File: src/rtl/posit_field_extract_if.sv
// Handshake bundle for posit_field_extract: decode-side input beat and registered output beat.
interface posit_field_extract_if #(
  parameter int N  = 32,
  parameter int ES = 2
);
  localparam int RS = $clog2(N);
  localparam int FW = N - 3 - ES;

  logic                in_valid;
  logic                in_ready;
  logic                in_sign;
  logic [N-2:0]        in_remain;
  logic [RS:0]         in_end_position;
  logic                in_regime_check;

  logic                out_valid;
  logic                out_ready;
  logic                out_sign;
  logic [RS:0]         out_k;
  logic [ES-1:0]       out_exp;
  logic [FW:0]         out_mant;
  logic [RS+ES+1:0]    out_sf;
  logic                out_zero;
  logic                out_nar;

  modport master (
    output in_valid, in_sign, in_remain, in_end_position, in_regime_check, out_ready,
    input  in_ready, out_valid, out_sign, out_k, out_exp, out_mant, out_sf, out_zero, out_nar
  );

  modport slave (
    input  in_valid, in_sign, in_remain, in_end_position, in_regime_check, out_ready,
    output in_ready, out_valid, out_sign, out_k, out_exp, out_mant, out_sf, out_zero, out_nar
  );
endinterface

File: src/rtl/posit_field_extract.sv
// Posit regime/exponent/fraction extractor behind a valid/ready output register.
// Define PFE_TWO_STAGE_EN to register the regime decode separately (2-cycle latency, 2 beats).
module posit_field_extract #(
  parameter int N  = 32,
  parameter int ES = 2
) (
  input logic                  clk,
  input logic                  rst_n,
  posit_field_extract_if.slave bus
);
  localparam int RS = $clog2(N);
  localparam int FW = N - 3 - ES;
  localparam int SW = RS + ES + 2;

  typedef logic [RS:0]           pos_t;
  typedef logic [N-4:0]          tail_t;
  typedef logic signed [SW-1:0]  sf_t;

  localparam pos_t M_MAX = pos_t'(N - 1);

  // Stage A: regime decode. The regime always eats at least two body bits, so only
  // in_remain[N-4:0] is carried forward and the shift amount is reduced by two.
  pos_t  m_a, k_a, shamt_a;
  logic  zero_a, nar_a;

  always_comb begin
    m_a = bus.in_end_position;
    if (m_a == '0 || m_a > M_MAX) m_a = M_MAX;
    k_a     = bus.in_regime_check ? m_a - pos_t'(1) : pos_t'(0) - m_a;
    shamt_a = (m_a == M_MAX) ? m_a - pos_t'(2) : m_a - pos_t'(1);
    zero_a  = (bus.in_remain == '0) && !bus.in_sign;
    nar_a   = (bus.in_remain == '0) && bus.in_sign;
  end

  logic  out_valid_q, out_valid_d;
  logic  load_b;
  logic  sign_b, zero_b, nar_b;
  pos_t  k_b, shamt_b;
  tail_t tail_b;

`ifdef PFE_TWO_STAGE_EN
  logic  a_valid_q, a_valid_d;
  logic  a_sign_q, a_zero_q, a_nar_q;
  pos_t  a_k_q, a_shamt_q;
  tail_t a_tail_q;
  logic  b_ready, in_fire;

  assign b_ready      = !out_valid_q || bus.out_ready;
  assign bus.in_ready = !a_valid_q || b_ready;
  assign in_fire      = bus.in_valid && bus.in_ready;
  assign load_b       = a_valid_q && b_ready;

  always_comb begin
    a_valid_d = a_valid_q;
    if (in_fire)     a_valid_d = 1'b1;
    else if (load_b) a_valid_d = 1'b0;
  end

  always_ff @(posedge clk or negedge rst_n) begin
    if (!rst_n) begin
      a_valid_q <= 1'b0;
      a_sign_q  <= 1'b0;
      a_zero_q  <= 1'b0;
      a_nar_q   <= 1'b0;
      a_k_q     <= '0;
      a_shamt_q <= '0;
      a_tail_q  <= '0;
    end else begin
      a_valid_q <= a_valid_d;
      if (in_fire) begin
        a_sign_q  <= bus.in_sign;
        a_zero_q  <= zero_a;
        a_nar_q   <= nar_a;
        a_k_q     <= k_a;
        a_shamt_q <= shamt_a;
        a_tail_q  <= bus.in_remain[N-4:0];
      end
    end
  end

  assign sign_b  = a_sign_q;
  assign zero_b  = a_zero_q;
  assign nar_b   = a_nar_q;
  assign k_b     = a_k_q;
  assign shamt_b = a_shamt_q;
  assign tail_b  = a_tail_q;
`else
  assign bus.in_ready = !out_valid_q || bus.out_ready;
  assign load_b       = bus.in_valid && bus.in_ready;
  assign sign_b       = bus.in_sign;
  assign zero_b       = zero_a;
  assign nar_b        = nar_a;
  assign k_b          = k_a;
  assign shamt_b      = shamt_a;
  assign tail_b       = bus.in_remain[N-4:0];
`endif

  // Stage B: field extraction into the output register.
  tail_t          shifted_b;
  logic [ES-1:0]  exp_b;
  logic [FW-1:0]  frac_b;
  logic           special_b;
  sf_t            sf_b;

  always_comb begin
    shifted_b = tail_b << shamt_b;
    {exp_b, frac_b} = shifted_b;
    special_b = zero_b || nar_b;
    sf_b = (sf_t'($signed(k_b)) <<< ES) + sf_t'(exp_b);
    out_valid_d = out_valid_q;
    if (load_b)             out_valid_d = 1'b1;
    else if (bus.out_ready) out_valid_d = 1'b0;
  end

  logic           out_sign_q, out_zero_q, out_nar_q;
  pos_t           out_k_q;
  logic [ES-1:0]  out_exp_q;
  logic [FW:0]    out_mant_q;
  sf_t            out_sf_q;

  always_ff @(posedge clk or negedge rst_n) begin
    if (!rst_n) begin
      out_valid_q <= 1'b0;
      out_sign_q  <= 1'b0;
      out_zero_q  <= 1'b0;
      out_nar_q   <= 1'b0;
      out_k_q     <= '0;
      out_exp_q   <= '0;
      out_mant_q  <= '0;
      out_sf_q    <= '0;
    end else begin
      out_valid_q <= out_valid_d;
      if (load_b) begin
        out_sign_q <= sign_b;
        out_zero_q <= zero_b;
        out_nar_q  <= nar_b;
        out_k_q    <= special_b ? '0 : k_b;
        out_exp_q  <= special_b ? '0 : exp_b;
        out_mant_q <= special_b ? '0 : {1'b1, frac_b};
        out_sf_q   <= special_b ? '0 : sf_b;
      end
    end
  end

  assign bus.out_valid = out_valid_q;
  assign bus.out_sign  = out_sign_q;
  assign bus.out_zero  = out_zero_q;
  assign bus.out_nar   = out_nar_q;
  assign bus.out_k     = out_k_q;
  assign bus.out_exp   = out_exp_q;
  assign bus.out_mant  = out_mant_q;
  assign bus.out_sf    = out_sf_q;
endmodule

File: src/flat_wrapper.sv
// flat-port wrapper written by rule: the top's interface ports become plain ports
module posit_field_extract_flat 
#(
  parameter int N  = 32,
  parameter int ES = 2
)
  (clk, rst_n, bus_in_valid, bus_in_sign, bus_in_remain, bus_in_end_position, bus_in_regime_check, bus_out_ready, bus_in_ready, bus_out_valid, bus_out_sign, bus_out_k, bus_out_exp, bus_out_mant, bus_out_sf, bus_out_zero, bus_out_nar);
  posit_field_extract_if #(.N(N), .ES(ES)) bus_i ();
  input logic clk;
  input logic rst_n;
  input wire logic [$bits(bus_i.in_valid)-1:0] bus_in_valid;
  input wire logic [$bits(bus_i.in_sign)-1:0] bus_in_sign;
  input wire logic [$bits(bus_i.in_remain)-1:0] bus_in_remain;
  input wire logic [$bits(bus_i.in_end_position)-1:0] bus_in_end_position;
  input wire logic [$bits(bus_i.in_regime_check)-1:0] bus_in_regime_check;
  input wire logic [$bits(bus_i.out_ready)-1:0] bus_out_ready;
  output wire logic [$bits(bus_i.in_ready)-1:0] bus_in_ready;
  output wire logic [$bits(bus_i.out_valid)-1:0] bus_out_valid;
  output wire logic [$bits(bus_i.out_sign)-1:0] bus_out_sign;
  output wire logic [$bits(bus_i.out_k)-1:0] bus_out_k;
  output wire logic [$bits(bus_i.out_exp)-1:0] bus_out_exp;
  output wire logic [$bits(bus_i.out_mant)-1:0] bus_out_mant;
  output wire logic [$bits(bus_i.out_sf)-1:0] bus_out_sf;
  output wire logic [$bits(bus_i.out_zero)-1:0] bus_out_zero;
  output wire logic [$bits(bus_i.out_nar)-1:0] bus_out_nar;
  assign bus_i.in_valid = bus_in_valid;
  assign bus_i.in_sign = bus_in_sign;
  assign bus_i.in_remain = bus_in_remain;
  assign bus_i.in_end_position = bus_in_end_position;
  assign bus_i.in_regime_check = bus_in_regime_check;
  assign bus_i.out_ready = bus_out_ready;
  assign bus_in_ready = bus_i.in_ready;
  assign bus_out_valid = bus_i.out_valid;
  assign bus_out_sign = bus_i.out_sign;
  assign bus_out_k = bus_i.out_k;
  assign bus_out_exp = bus_i.out_exp;
  assign bus_out_mant = bus_i.out_mant;
  assign bus_out_sf = bus_i.out_sf;
  assign bus_out_zero = bus_i.out_zero;
  assign bus_out_nar = bus_i.out_nar;
  posit_field_extract #(.N(N), .ES(ES)) u_core (.clk(clk), .rst_n(rst_n), .bus(bus_i));
endmodule
File: config.mk
export PLATFORM = sky130hd
export DESIGN_NAME = posit_field_extract_flat
export DESIGN_NICKNAME = d
export VERILOG_FILES = /design/src/rtl/posit_field_extract_if.sv /design/src/rtl/posit_field_extract.sv /design/src/flat_wrapper.sv
export SDC_FILE = /design/constraint.sdc
export NUM_CORES = 1
export LEC_CHECK = 0
export BUFFER_PORTS_ARGS = -buffer_cell sky130_fd_sc_hd__buf_2
export CAP_MARGIN = 20
export CORE_ASPECT_RATIO = 0.9
export CORE_UTILIZATION = 30
export CTS_BUF_LIST = sky130_fd_sc_hd__clkbuf_16
export DETAILED_ROUTE_END_ITERATION = 10
export HOLD_SLACK_MARGIN = 0.12
export SKIP_LAST_GASP = 1
export SLEW_MARGIN = 20
export SYNTH_ARGS = -nofsm -noshare
export SYNTH_HDL_FRONTEND = slang
export SYNTH_SLANG_ARGS = --single-unit
File: constraint.sdc
create_clock -name clk -period 2 [get_ports clk]
set_input_delay 0.6 -clock clk [delete_from_list [all_inputs] [get_ports clk]]
set_output_delay 0.6 -clock clk [all_outputs]
set_load 0.005 [all_outputs]
==> results.py <==
metrics = {
    "floorplan": {
        "die_x_um": 119,
        "initial_utilization_pct": 31.4,
        "core_um2": 11700,
        "fp-row-count": 37,
        "ioPinCount": 93,
        "fp.dieArea_um2": 12700,
        "dieHeight_um": 107,
    },
    "timing": {
        "setup_viol": 34,
        "fin_setup_tns_ns": -34.58,
        "finClkSkew_ns": 0.00545,
        "rsz0062_at_grt": "true",
        "relSlewSlack_pct": 56.3,
        "post-route-min-period_ns": 3.30,
        "fmax_mhz": 303,
        "final.period_utilization_pct": 165,
        "hold_viol_final": 0,
        "slew_viol_final": 0,
        "finalWorstSetupSlack_ns": -1.30,
        "tightest_slew_ns": 0.648,
    },
    "setup_path": {
        "cp_slowest_stage_delay_ns": 0.55,
        "regToRegSetupSlack_ns": -0.02,
        "start_kind": "input port",
        "critPathCaptureType": "register",
        "crit_path_end": "u_core.bus.out_mant[18]",
        "cp_common_cell": "and3_4",
        "worstPathMaxFanout": 5,
        "crit_required_ns": 2.16,
        "critPathKind": "input port to register",
        "ff2ff_path_depth": 8,
        "reg2reg_to": "u_core.bus.out_sf[0]",
        "cp_slowest_cell": "or4_4",
        "crit_start": "bus_in_end_position[4]",
        "path_depth": 11,
        "reg2reg_from": "u_core.bus.out_valid",
        "path_cells": "buf_6 > or4_4 > nand2_4 > ha_4 > or3b_4 > mux2_4 > and3_4 > or3_4 > and3_4 > a21o_1 > a221o_1",
        "cp.arrival_ns": 3.47,
        "critPathBufInv": 1,
        "path_delay_family": "simple AND/OR/NAND/NOR gates",
    },
    "run": {
        "cap_violations": 0,
    },
    "layout": {
        "final_cell_mix": "166 x buf_4, 90 x buf_2, 42 x nand2_1",
        "nNetsFinal": 768,
        "area_growth_pct": 87.4,
        "layout_commonest_cell": "buf_4",
        "fin_area_um2": 6870,
        "antenna_cells": 0,
        "drive_above_1_share_pct": 60.2,
        "fillCellCount": 1086,
        "regArea_um2": 1000,
        "multi_input_area_um2": 3270,
    },
    "grt": {
        "grt_max_degree": 45,
        "grtUsageTotal_pct": 26.6,
        "antenna_found_initial": 0,
        "grt_pass1_wl_um": 26400,
        "grt_pass1_vias": 4976,
        "overflow": 0,
    },
    "power": {
        "clkPwrFrac_pct": 18.3,
        "vdd_drop_max_uv": 326,
        "swShare_pct": 37.6,
        "p_per_area_nw_per_um2": 594,
        "p_seq_share_pct": 23.8,
        "comb_power_share_pct": 57.9,
        "switchingPower_mw": 1.53,
        "p_int_mw": 2.55,
        "p_leak_nw": 3.12,
    },
    "cts": {
        "ctsHoldBuffers": 0,
        "clk_pin_slew_ns": 0.06,
        "cts_buffer_depth": 2,
        "insertion_delay_ns": 0.28,
        "cts_made_buffers": 5,
        "cts.sinks": 40,
        "htreeDepth": 2,
        "ctsRootBufferMaster": "clkbuf_16",
        "cts_tree": "built",
    },
    "outcome": {
        "outcome": "complete, but fails checks",
        "violations": "setup timing",
    },
    "route": {
        "drtPass1Iterations": 5,
        "vias": 5028,
        "wl_met1_um": 7650,
        "wl_met2_um": 8130,
        "routedWlPerCell_um": 19.5,
        "via_per_inst": 5.73,
        "drt_iter0_markers": 443,
        "ant_nets": 0,
        "totalWireLength_um": 17100,
        "dr.max_layer_used": "met4",
        "wl_met3_um": 998,
        "drc_errors": 0,
    },
    "synth": {
        "synth_cell_type_count": 74,
        "yosys_warnings": 0,
        "synthArstFlopShare_pct": 100,
        "synth_area_um2": 3660,
        "ys_seq_area_share_pct": 27.3,
        "synth_nets": 505,
        "syn_avg_cell_area_um2": 7.98,
        "synth-edff-count": 0,
        "synth_top_flop_cell": "dfrtp_1",
        "synth_seq_cells": 40,
        "synth_cells": 459,
    },
    "placement": {
        "gp_congestion": 0.905,
        "dpl_cell_area_um2": 5620,
        "port_buffers": 92,
        "place_hpwl_um": 12500,
    },
    "hold_path": {
        "hp-class": "input port to async pin",
    },
}
[state kept, by name, indices dropped and copies added, names as in the netlist]
signal,count
u_core.bus.out_nar,1
u_core.bus.out_mant,28
u_core.bus.out_valid,1
u_core.bus.out_sign,1
u_core.bus.out_sf,8
u_core.bus.out_zero,1
[worst register-to-register path, cell delays in order, from the launching register on]
cell and delay [ns]:
dfrtp_1 0.37, nand2b_1 0.10, nand2_1 0.09, o21ba_2 0.24, and3_1 0.37, nand2_1 0.23
buf_4 0.20, o21bai_1 0.19, o2111ai_1 0.13
[synth_stat cells, types with 6 or more instances]
cell type	number	area, um2
o221ai_1	8	70.1
dfrtp_1	40	1000
nor3_1	9	45.0
a32oi_1	9	78.8
nand3_1	36	180
a22o_1	8	70.1
and3_1	14	87.6
mux2i_1	10	100
buf_2	12	60.1
o21ai_0	32	160
buf_4	9	67.6
a21oi_1	25	125
nor2_1	17	63.8
nand2b_1	8	50.1
or3_1	6	37.5
clkbuf_1	20	75.1
nand2_1	45	169
nor4_1	10	62.6
a211oi_1	13	97.6
and2_1	8	50.1
o211ai_1	13	97.6
[layer usage]
| layer | GRT usage [%] | up-vias |
|---|---|---|
| met4 | 8.86 | 0 |
| li1 | - | 2321 |
| met2 | 43.9 | 212 |
| met1 | 35.0 | 2461 |
| met5 | 0 | - |
| met3 | 5.00 | 34 |
[stage by stage]
stage | worst slack [ns] | total power, mW | utilization [%] | hold slack (ns) | cells
detailed placement | -1.74 | 2.73 | 48.2 | 0.460 | 839
floorplan | -1.45 | 1.88 | - | 0.304 | 459
global route | -1.39 | 4.27 | 58.9 | 0.424 | 878
CTS | -1.25 | 3.81 | 54.9 | 0.397 | 868
finish | -1.30 | 4.08 | 58.9 | 0.375 | 878
global placement | -1.70 | 2.72 | 48.2 | 0.460 | 839
[worst min-delay path by stage]
stage | from | endpoint | slack, ns | depth (start not counted)
after CTS | rst_n | u_core.bus.out_zero | 0.40 | 2
after floorplan | rst_n | u_core.bus.out_mant[0] | 0.30 | 0
after global placement | u_core.bus.out_nar | u_core.bus.out_nar | 0.46 | 2
final | rst_n | u_core.bus.out_zero | 0.37 | 2
after global routing | rst_n | u_core.bus.out_mant[24] | 0.42 | 2
after detailed placement | u_core.bus.out_mant[27] | u_core.bus.out_mant[27] | 0.46 | 1
[power groups by stage]
| stage | combinational (mW) | clock, mW | sequential (mW) |
|---|---|---|---|
| finish | 2.36 | 0.746 | 0.973 |
| global route | 2.50 | 0.786 | 0.986 |
| CTS | 2.08 | 0.761 | 0.973 |
| detailed placement | 1.74 | 0 | 0.985 |
| global placement | 1.74 | 0 | 0.981 |
| floorplan | 0.891 | 0 | 0.989 |
[cells by family after synthesis]
kind of cell               synth area share, %
muxes                                     3.96
and+or+nand+nor                           25.6
AOI/OAI and AO/OA                         33.6
DFF                                       27.3
buffers and inverters                     7.07
adders and majority gates                 1.02
xor gates and xnor gates                  1.43
[what timing repair did]
| item | 4_1_cts | 5_1_grt |
|---|---|---|
| gates cloned | 3 | 0 |
| gates resized for setup | 111 | 77 |
| setup endpoints to repair | 34 | 34 |
| buffers inserted | 23 | 14 |
| pin swaps | 44 | 27 |
[area by class of cell]
| cell class | count | share of cell area (%) |
|---|---|---|
| Inverter | 5 | 0.310 |
| Clock inverter | 2 | 0.109 |
| Tap cell | 156 | 2.84 |
| Timing Repair Buffer | 298 | 32.8 |
| Sequential cell | 40 | 14.6 |
| Clock buffer | 5 | 1.82 |
| Multi-Input combinational cell | 372 | 47.6 |
No activity file was read; power rests on OpenSTA's default activity.
